===== config.mk =====
export PLATFORM = sky130hd
export DESIGN_NAME = genius_input_fsm
export DESIGN_NICKNAME = d
export VERILOG_FILES = /design/src/rtl/genius_pkg.sv /design/src/rtl/tick_div.sv /design/src/rtl/genius_input_fsm.sv
export SDC_FILE = /design/constraint.sdc
export NUM_CORES = 1
export LEC_CHECK = 0
export ABC_CLOCK_PERIOD_IN_PS = 4000
export BUFFER_PORTS_ARGS = -buffer_cell sky130_fd_sc_hd__buf_2
export CAP_MARGIN = 20
export CORE_MARGIN = 2
export CORE_UTILIZATION = 30
export DETAILED_ROUTE_END_ITERATION = 8
export HOLD_SLACK_MARGIN = 0.08
export SKIP_CTS_REPAIR_TIMING = 1
export SLEW_MARGIN = 20
export SYNTH_ARGS = -nofsm -noshare
export SYNTH_HDL_FRONTEND = slang
export SYNTH_SLANG_ARGS = --single-unit

===== constraint.sdc =====
create_clock -name CLK1 -period 4 [get_ports CLK1]
set_input_delay 0.6 -clock CLK1 [delete_from_list [all_inputs] [get_ports CLK1]]
set_output_delay 0.6 -clock CLK1 [all_outputs]
set_load 0.05 [all_outputs]

===== src/rtl/genius_pkg.sv =====
// Shared definitions for the Genius game blocks: FSM state encoding, button
// count, colour one-hot codes and the last round-timer count.
package genius_pkg;

    typedef enum logic [1:0] {
        ST_IDLE    = 2'd0,
        ST_WAIT    = 2'd1,
        ST_RELEASE = 2'd2
    } state_t;

    localparam int N_BTN = 4;

    localparam logic [N_BTN-1:0] GREEN  = 4'b0001;
    localparam logic [N_BTN-1:0] RED    = 4'b0010;
    localparam logic [N_BTN-1:0] YELLOW = 4'b0100;
    localparam logic [N_BTN-1:0] BLUE   = 4'b1000;

    localparam int TIMER_LAST = 9;

endpackage


===== src/rtl/tick_div.sv =====
// Prescaler: counts 0..DIV-1 while clr is low and emits a registered one-cycle
// tick during the cycle in which the count sits at DIV-1.
module tick_div #(
    parameter int DIV = 50_000_000
) (
    input  logic CLK1,
    input  logic R,
    input  logic clr,
    output logic tick
);

    localparam int CW = (DIV > 2) ? $clog2(DIV) : 1;
    localparam logic [CW-1:0] CNT_LAST = CW'(DIV - 1);
    localparam logic [CW-1:0] CNT_PRE  = CW'(DIV - 2);

    logic [CW-1:0] cnt_r;
    logic          tick_r;

    // Tick is decoded one count early so it lines up with count DIV-1.
    always_ff @(posedge CLK1) begin
        if (R || clr) begin
            cnt_r  <= {CW{1'b0}};
            tick_r <= 1'b0;
        end else begin
            tick_r <= (cnt_r == CNT_PRE);
            if (cnt_r == CNT_LAST) begin
                cnt_r <= {CW{1'b0}};
            end else begin
                cnt_r <= cnt_r + {{(CW-1){1'b0}}, 1'b1};
            end
        end
    end

    assign tick = tick_r;

endmodule


===== src/rtl/genius_input_fsm.sv =====
// Player-input window supervisor: opens a timed window on start, drives the
// round timer, and reports exactly one of hit, miss or timeout per window.
module genius_input_fsm #(
    parameter int TICK_DIV = 50_000_000,
    parameter int N_BTN    = genius_pkg::N_BTN
) (
    input  logic             CLK1,
    input  logic             R,
    input  logic             start,
    input  logic [N_BTN-1:0] expected,
    input  logic [N_BTN-1:0] btn,
    input  logic             end_time,
    output logic             timer_R,
    output logic             timer_E,
    output logic             busy,
    output logic             hit,
    output logic             miss,
    output logic             timeout,
    output logic [N_BTN-1:0] last_btn
);

    import genius_pkg::*;

    state_t           state_r, state_nxt_s;
    logic [N_BTN-1:0] btn_q_r, exp_r, exp_nxt_s, last_btn_r, last_btn_nxt_s;
    logic [N_BTN-1:0] press_s;
    logic             hit_s, miss_s, timeout_s, pre_clr_s;
    logic             tmr_clr_r, busy_r, hit_r, miss_r, timeout_r;

    assign press_s = btn & ~btn_q_r;

    // Next-state and decision logic; a press outranks a simultaneous expiry.
    always_comb begin
        state_nxt_s    = state_r;
        exp_nxt_s      = exp_r;
        last_btn_nxt_s = last_btn_r;
        hit_s          = 1'b0;
        miss_s         = 1'b0;
        timeout_s      = 1'b0;
        case (state_r)
            ST_IDLE: begin
                if (start) begin
                    state_nxt_s = ST_WAIT;
                    exp_nxt_s   = expected;
                end else begin
                    state_nxt_s = ST_IDLE;
                end
            end
            ST_WAIT: begin
                if (press_s != {N_BTN{1'b0}}) begin
                    if (press_s == exp_r) begin
                        hit_s = 1'b1;
                    end else begin
                        miss_s = 1'b1;
                    end
                    last_btn_nxt_s = press_s;
                    state_nxt_s    = ST_RELEASE;
                end else if (end_time) begin
                    timeout_s      = 1'b1;
                    last_btn_nxt_s = {N_BTN{1'b0}};
                    state_nxt_s    = ST_IDLE;
                end else begin
                    state_nxt_s = ST_WAIT;
                end
            end
            ST_RELEASE: begin
                if (btn == {N_BTN{1'b0}}) begin
                    state_nxt_s = ST_IDLE;
                end else begin
                    state_nxt_s = ST_RELEASE;
                end
            end
            default: begin
                state_nxt_s = ST_IDLE;
            end
        endcase
    end

    // Prescaler only runs while the window stays open, so it is zero on entry
    // and its tick is already gone in the cycle after a decision.
    assign pre_clr_s = (state_r != ST_WAIT) || (state_nxt_s != ST_WAIT);

    tick_div #(
        .DIV (TICK_DIV)
    ) u_tick_div (
        .CLK1 (CLK1),
        .R    (R),
        .clr  (pre_clr_s),
        .tick (timer_E)
    );

    // State, button history and registered outputs.
    always_ff @(posedge CLK1) begin
        if (R) begin
            state_r    <= ST_IDLE;
            btn_q_r    <= {N_BTN{1'b0}};
            exp_r      <= {N_BTN{1'b0}};
            last_btn_r <= {N_BTN{1'b0}};
            tmr_clr_r  <= 1'b1;
            busy_r     <= 1'b0;
            hit_r      <= 1'b0;
            miss_r     <= 1'b0;
            timeout_r  <= 1'b0;
        end else begin
            state_r    <= state_nxt_s;
            btn_q_r    <= btn;
            exp_r      <= exp_nxt_s;
            last_btn_r <= last_btn_nxt_s;
            tmr_clr_r  <= (state_nxt_s != ST_WAIT);
            busy_r     <= (state_nxt_s != ST_IDLE);
            hit_r      <= hit_s;
            miss_r     <= miss_s;
            timeout_r  <= timeout_s;
        end
    end

    assign timer_R  = tmr_clr_r;
    assign busy     = busy_r;
    assign hit      = hit_r;
    assign miss     = miss_r;
    assign timeout  = timeout_r;
    assign last_btn = last_btn_r;

endmodule


==> results of run 1 <==
==> worst min-delay path by stage <==
stage	slack (ns)	from	endpoint	cells after the start
2_1_floorplan	0.43	u_tick_div.cnt_r[0]$_SDFF_PP0_	u_tick_div.cnt_r[0]$_SDFF_PP0_	1
3_3_place_gp	0.45	u_tick_div.cnt_r[0]$_SDFF_PP0_	u_tick_div.cnt_r[0]$_SDFF_PP0_	1
3_5_place_dp	0.46	u_tick_div.cnt_r[0]$_SDFF_PP0_	u_tick_div.cnt_r[0]$_SDFF_PP0_	1
4_1_cts	0.48	u_tick_div.cnt_r[0]$_SDFF_PP0_	u_tick_div.cnt_r[0]$_SDFF_PP0_	1
5_1_grt	0.49	u_tick_div.cnt_r[0]$_SDFF_PP0_	u_tick_div.cnt_r[0]$_SDFF_PP0_	1
6_report	0.47	u_tick_div.cnt_r[0]$_SDFF_PP0_	u_tick_div.cnt_r[0]$_SDFF_PP0_	1
==> synthesized netlist by cell type, types with 3 or more instances <==
cell type	instances	area [µm²]
xnor2_1	15	131.4
nor2_1	27	101.4
clkbuf_1	3	11.26
and3_1	3	18.77
nor2b_1	8	50.05
nand3_1	6	30.03
buf_6	3	33.78
nor3_1	7	35.03
mux2i_1	4	40.04
nor2_2	13	81.33
nor4_1	4	25.02
xor2_1	13	113.9
nand4_1	10	62.56
dfxtp_1	46	920.9
nand2_1	14	52.55
and4_1	3	26.28
inv_1	3	11.26
a22oi_1	4	30.03
==> state kept, by name (all words and copies together), names as in the netlist, 2 cells and up <==
| name | count |
|---|---|
| btn_q_r | 4 |
| state_r | 2 |
| exp_r | 4 |
| last_btn | 4 |
| u_tick_div.cnt_r | 26 |
==> final cells by class <==
class	count	area, µm²
Sequential cell	46	920.9
Multi-Input combinational cell	153	982.2
Tap cell	77	96.34
Clock buffer	7	76.32
Inverter	3	11.26
Clock inverter	1	30.03
Fill cell	657	4128
Timing Repair Buffer	21	105.1
==> cells by family (layout without fill, tap and decap cells) <==
logic type / after synthesis / count (layout) / share of synthesized area, %
compound gates: 8 / 8 / 2.613
xor+xnor: 28 / 28 / 12.49
fa+ha+maj: 2 / 2 / 1.274
buf+inv: 10 / 32 / 3.059
flops: 46 / 46 / 46.91
mux: 4 / 4 / 2.040
simple gates: 111 / 111 / 31.61
==> power groups by stage <==
stage / clock network [W] / registers (W) / logic, W
after floorplan: 0 / 0.000500 / 0.0000350
after global routing: 0.000370 / 0.000476 / 0.0000723
after CTS: 0.000350 / 0.000475 / 0.0000669
after global placement: 0 / 0.000485 / 0.0000665
after detailed placement: 0 / 0.000485 / 0.0000668
final: 0.000337 / 0.000475 / 0.0000663
==> through the flow <==
step           instances  total power, W
4_1_cts              308       0.0008915
3_5_place_dp         300       0.0005523
2_1_floorplan        209       0.0005346
3_3_place_gp         300       0.0005520
5_1_grt              308       0.0009185
6_report             308       0.0008776
==> cell usage in the layout (no fill, tap or decap), drive strengths merged, types with 2 or more instances in the layout <==
cell type / instances
ha: 2
nor3b: 2
a22oi: 4
a21oi: 2
nand3: 6
and3: 3
clkbuf: 7
xor2: 13
or4: 3
nor2b: 10
nand2: 14
and2: 2
xnor2: 15
dfxtp: 46
nor3: 7
mux2i: 4
or2: 2
and4: 3
nor4: 4
inv: 3
nand4: 10
nor2: 40
buf: 21
nor4b: 2
==> layer usage <==
| metal | GRT usage [%] | vias to the layer above | part of all wire [%] |
|---|---|---|---|
| met4 | 3.463 | 0 | 1.1 |
| li1 | - | 746 | - |
| met2 | 17.18 | 25 | 45 |
| met5 | 0 | - | 0 |
| met1 | 13.83 | 683 | 50 |
| met3 | 2.821 | 4 | 4.4 |
==> metrics.md, run 1 <==
| Metric | Value |
|---|---|
| Status | complete, no violations |
| R2R setup slack | 1.89 ns |
| Clock Path Buffers | 2 |
| Starting Density | 30.92% |
| Area grow syn2layout | 13.19% |
| Syn Nets | 223 |
| Fraction of power consumed by sequential logic | 54.1% |
| Placed Instance Area | 2116 µm² |
| DR iter-0 viols | 92 |
| Drt wl/cell | 11.68 µm |
| Final setup fails | 0 |
| Worst R2R End | u_tick_div.tick$_SDFF_PP0_ |
| Crit path capture | u_tick_div.tick$_SDFF_PP0_ |
| H-Tree Depth | 2 |
| Yosys warns | 0 |
| Synth async-reset ratio | 0% |
| Total CTS buffers | 5 |
| Final worst hold slack | 0.4730 ns |
| Die Area | 7207 µm² |
| Port bufs | 21 |
| Slew @ Worst Pin | 0.9921 ns |
| Crit end category | register |
| Critical path startpoint category | primary input |
| Max incr delay on CP | 0.54 ns |
| Power Density | 394.9 nW/µm² |
| Grt ovf | 0 |
| Via/cell ratio | 4.734 |
| DP HPWL | 2556 µm |
| Post-route DRC | 0 |
| CTS tree | yes |
| Ys flop type | dfxtp_1 |
| Synthesized instance count | 209 |
| Io pins | 22 |
| DR vias | 1458 |
| Worst EP arrival | 2.40 ns |
| Cell-internal power | 0.0006809 W |
| Buffers & Inverters on Critical Path | 1 |
| CP delay by family, top | simple AND/OR/NAND/NOR gates |
| Final hold violations | 0 |
| Req. time, crit path | 4.15 ns |
| CP cell instances | buf_2, nor2b_4, or4_4, or4_4, nor4_1 |
| Die width | 84.90 µm |
| Setup CP Type | primary input to register |
| Crit-path slowest cell | or4_4 |
| Final WL | 3596 µm |
| NetSw | 0.0001967 W |
| CP Max Fanout | 7 |
| Final slew viol count | 0 |
| Final setup margin | 1.745 ns |
| Comb power frac | 7.6% |
| Number of max-cap violations | 0 |
| Initial antenna violation count | 0 |
| Crit-path most repeated cell | or4_4 |
| Reg2Reg Depth | 4 |
| Core box area | 6350 µm² |
| Gr usage total | 10.62% |
| Post-DRT Antenna Nets | 0 |
| #FFs+latches synth | 46 |
| Syn Area/Cell | 9.393 µm² |
| Layout cell share with drive strength beyond 1 | 19.91% |
| Leak | 0.7557 nW |
| Post-Syn Area | 1963 µm² |
| DRT Pass-1 Iters | 4 |
| Slew headroom | 33.71% |
| Worst vdd ir | 0.1778 mV |
| Number of global-route vias before repair | 1352 |
| EDFF count, synth | 0 |
| Post-route cell area | 2222 µm² |
| Clk_skew | 0.002787 ns |
| Worst-path clk slew | 0.08 ns |
| Unique cell type count in the Yosys netlist | 34 |
| Final GP Congestion | 0.7598 |
| RSZ-0062 raised after global routing | no |
| Post-route clock period utilization | 56.37% |
| Die Height | 84.90 µm |
| Global-route wire length before repair | 6154 µm |
| Worst Hold Class | register to register |
| Minimum clock period | 2.255 ns |
| Final Util | 35.00% |
| Cell Rows | 29 |
| Ant diodes | 0 |
| Root Buffer | clkbuf_8 |
| Sequential fraction of the synthesis area | 46.91% |
| Switching share of total power | 22.41% |
| Clock Power Share | 38.3% |
| Fmax | 443.5 MHz |
| Critical path depth | 5 |
| Reg2reg start | btn_q_r[2]$_SDFF_PP0_ |
| Post-layout net count | 244 |
| Setup TNS | 0 ns |
| Clock sinks | 46 |
| Crit. Startpoint | btn[2] |
| Clock Latency Late Sink | 0.29 ns |
| Pre-CTS setup slack | 1.459 ns |
| Largest net degree at the start of global routing | 22 |
No activity file was read; power rests on OpenSTA's default activity.
==> run 2: changes to the inputs <==
ABC_AREA = 1   (was not set)
ABC_CLOCK_PERIOD_IN_PS = 2350   (was 4000)
clock period = 2.35 ns   (was 4 ns; I/O delays follow)
==> metrics.md, run 2 <==
| Metric | Value |
|---|---|
| Status | complete, no violations (unchanged) |
| Io pins | 22 (unchanged) |
| Filler cells | 800 (was 657) |
| Worst-path clk slew | 0.09 ns (was 0.08 ns) |
| Cell Rows | 31 (was 29) |
| Post-route clock period utilization | 67.76% |
| Syn Area/Cell | 7.225 µm² (was 9.393 µm²) |
| Setup TNS | 0 ns (unchanged) |
| Max incr delay on CP | 0.41 ns (was 0.54 ns) |
| Drt wl/cell | 10.14 µm (was 11.68 µm) |
| Power Density | 551.6 nW/µm² (was 394.9 nW/µm²) |
| Buffers & Inverters on Critical Path | 1 (unchanged) |
| Synthesized instance count | 319 (was 209) |
| DP HPWL | 3533 µm (was 2556 µm) |
| Syn Nets | 333 (was 223) |
| DR vias | 1904 (was 1458) |
| Port bufs | 21 (unchanged) |
| Final hold violations | 0 (unchanged) |
| Yosys warns | 0 (unchanged) |
| Minimum clock period | 1.592 ns |
| Most common cell after layout, fill and taps aside | nand2_1 (was dfxtp_1) |
| Die width | 91.65 µm (was 84.90 µm) |
| Ant diodes | 0 (unchanged) |
| Clock Path Buffers | 2 (unchanged) |
| Post-layout net count | 358 (was 244) |
| Synth top cells by count | nand2_1 (72), nor2_1 (62), dfxtp_1 (46), inv_1 (43), nor2_2 (14) (was dfxtp_1 (46), nor2_1 (27), xnor2_1 (15), nand2_1 (14)) |
| Sequential fraction of the synthesis area | 39.96% (was 46.91%) |
| Final GP Congestion | 0.8711 (was 0.7598) |
| Main area contributors after synthesis | dfxtp_1 (40%), nand2_1 (12%), nor2_1 (10%) (was dfxtp_1 (47%), xnor2_1 (6.7%), xor2_1 (5.8%)) |
| Starting Density | 31.44% (was 30.92%) |
| Unique cell type count in the Yosys netlist | 30 (was 34) |
| Crit end category | register (unchanged) |
| Slew headroom | 77.24% (was 33.71%) |
| Global-route wire length before repair | 7824 µm (was 6154 µm) |
| Synth async-reset ratio | 0% (unchanged) |
| Setup CP Type | register to register (was primary input to register) |
| Critical path startpoint category | register (was primary input) |
| Post-Syn Area | 2305 µm² (was 1963 µm²) |
| Number of max-cap violations | 0 (unchanged) |
| CP cell instances | ha_1, nand3_2, nor2_1, nand2_1, nor2_2, nor2_4, inv_4, nor2_1 (was buf_2, nor2b_4, or4_4, or4_4, nor4_1) |
| CTS tree | yes (unchanged) |
| Largest net degree at the start of global routing | 23 (was 22) |
| Post-route cell area | 2589 µm² (was 2222 µm²) |
| Worst vdd ir | 0.2523 mV (was 0.1778 mV) |
| Area grow syn2layout | 12.32% (was 13.19%) |
| Grt ovf | 0 (unchanged) |
| Largest Register | u_tick_div.cnt_r (unchanged) |
| Fmax | 628.0 MHz |
| Final slew viol count | 0 (unchanged) |
| Layout cell share with drive strength beyond 1 | 17.10% (was 19.91%) |
| DRT Pass-1 Iters | 4 (unchanged) |
| CP Max Fanout | 22 (was 7) |
| Die Area | 8400 µm² (was 7207 µm²) |
| R2R setup slack | 0.76 ns (was 1.89 ns) |
| Req. time, crit path | 2.54 ns (was 4.15 ns) |
| DR iter-0 viols | 66 (was 92) |
| Final setup fails | 0 (unchanged) |
| Via/cell ratio | 4.288 (was 4.734) |
| Post-DRT Antenna Nets | 0 (unchanged) |
| Crit-path most repeated cell | nor2_1 (was or4_4) |
| H-Tree Depth | 2 (unchanged) |
| Core box area | 7331 µm² (was 6350 µm²) |
| Initial antenna violation count | 0 (unchanged) |
| #FFs+latches synth | 46 (unchanged) |
| Die Height | 91.65 µm (was 84.90 µm) |
| Synth top area share | 39.96% (was 46.91%) |
| CP delay by family, top | simple AND/OR/NAND/NOR gates (unchanged) |
| Largest register FFs | 26 (unchanged) |
| Ys flop type | dfxtp_1 (unchanged) |
| Number of global-route vias before repair | 1749 (was 1352) |
| Clk_skew | 0.008957 ns (was 0.002787 ns) |
| Worst EP arrival | 1.78 ns (was 2.40 ns) |
| Placed Instance Area | 2499 µm² (was 2116 µm²) |
| Clock Latency Late Sink | 0.30 ns (was 0.29 ns) |
| Leak | 1.073 nW (was 0.7557 nW) |
| Post-route DRC | 0 (unchanged) |
| Most frequent cell after synthesis | nand2_1 (was dfxtp_1) |
| Slew @ Worst Pin | 0.3401 ns (was 0.9921 ns) |
| Crit-path slowest cell | dfxtp_1 (was or4_4) |
| Synth area leader | dfxtp_1 (unchanged) |
| Root Buffer | clkbuf_8 (unchanged) |
| Total CTS buffers | 5 (unchanged) |
| Worst Hold Class | primary input to register (was register to register) |
| RSZ-0062 raised after global routing | no (unchanged) |
| EDFF count, synth | 0 (unchanged) |
| Gr usage total | 11.52% (was 10.62%) |
| Clock sinks | 46 (unchanged) |
| Most frequent cells in the layout | nand2_1 (72), nor2_1 (62), dfxtp_1 (46) (was dfxtp_1 (46), nor2_1 (27), buf_2 (21)) |
| Final WL | 4504 µm (was 3596 µm) |
[run 2: final timing paths]
check / to / cells past startpoint / startpoint
worst max-delay path: u_tick_div.cnt_r[13]$_SDFF_PP0_ / 8 / u_tick_div.cnt_r[0]$_SDFF_PP0_
worst min-delay path: btn_q_r[1]$_SDFF_PP0_ / 2 / R
worst max register to register: u_tick_div.cnt_r[13]$_SDFF_PP0_ / 8 / u_tick_div.cnt_r[0]$_SDFF_PP0_
worst min register to register: exp_r[2]$_SDFFE_PP0P_ / 2 / exp_r[2]$_SDFFE_PP0P_
[run 2: kinds of logic (layout without fill, tap and decap cells)]
kind of cell               Yosys count  after routing  synth area share [%]
DFF                                 46             46                 39.96
buffers and inverters               47             73                 8.795
AOI/OAI and AO/OA                   18             18                 4.289
adders and majority gates            2              2                 1.086
and+or+nand+nor                    188            188                 39.03
xor gates and xnor gates            18             18                 6.840
[run 2: layer usage]
metal | wire, µm | up-vias | track usage, % | part of all wire, %
met2 | 1899 | 41 | 17.59 | 42
met5 | 0 | - | 0 | 0
met1 | 2328 | 829 | 15.82 | 52
li1 | - | 1029 | - | -
met4 | 57 | 0 | 4.167 | 1.3
met3 | 219 | 5 | 2.712 | 4.9
[run 2: power breakdown]
group | leakage (nW) | internal (W) | switching, W
clock network | 0.0441 | 0.000209 | 0.000276
logic | 0.655 | 0.0000380 | 0.0000941
registers | 0.374 | 0.000802 | 0.00000879
[run 2: area by class of cell]
type | count | area, µm² | share of cell area, %
Timing Repair Buffer | 21 | 105.1 | 4.060
Clock inverter | 3 | 21.27 | 0.8217
Inverter | 44 | 167.7 | 6.477
Sequential cell | 46 | 920.9 | 35.57
Tap cell | 99 | 123.9 | 4.785
Clock buffer | 5 | 68.82 | 2.658
Multi-Input combinational cell | 226 | 1181 | 45.63
[run 2: stage by stage]
stage | instances | total power [W] | utilization (%) | setup WS, ns | hold WS, ns
after floorplan | 319 | 0.0009284 | - | 0.9122 | 0.4249
after global placement | 436 | 0.0009613 | 34.08 | 0.7700 | 0.4557
after detailed placement | 436 | 0.0009633 | 34.08 | 0.7357 | 0.4634
after CTS | 444 | 0.001454 | 35.31 | 0.7196 | 0.2787
final | 444 | 0.001428 | 35.31 | 0.7576 | 0.2855
after global routing | 444 | 0.001495 | 35.31 | 0.6156 | 0.2818
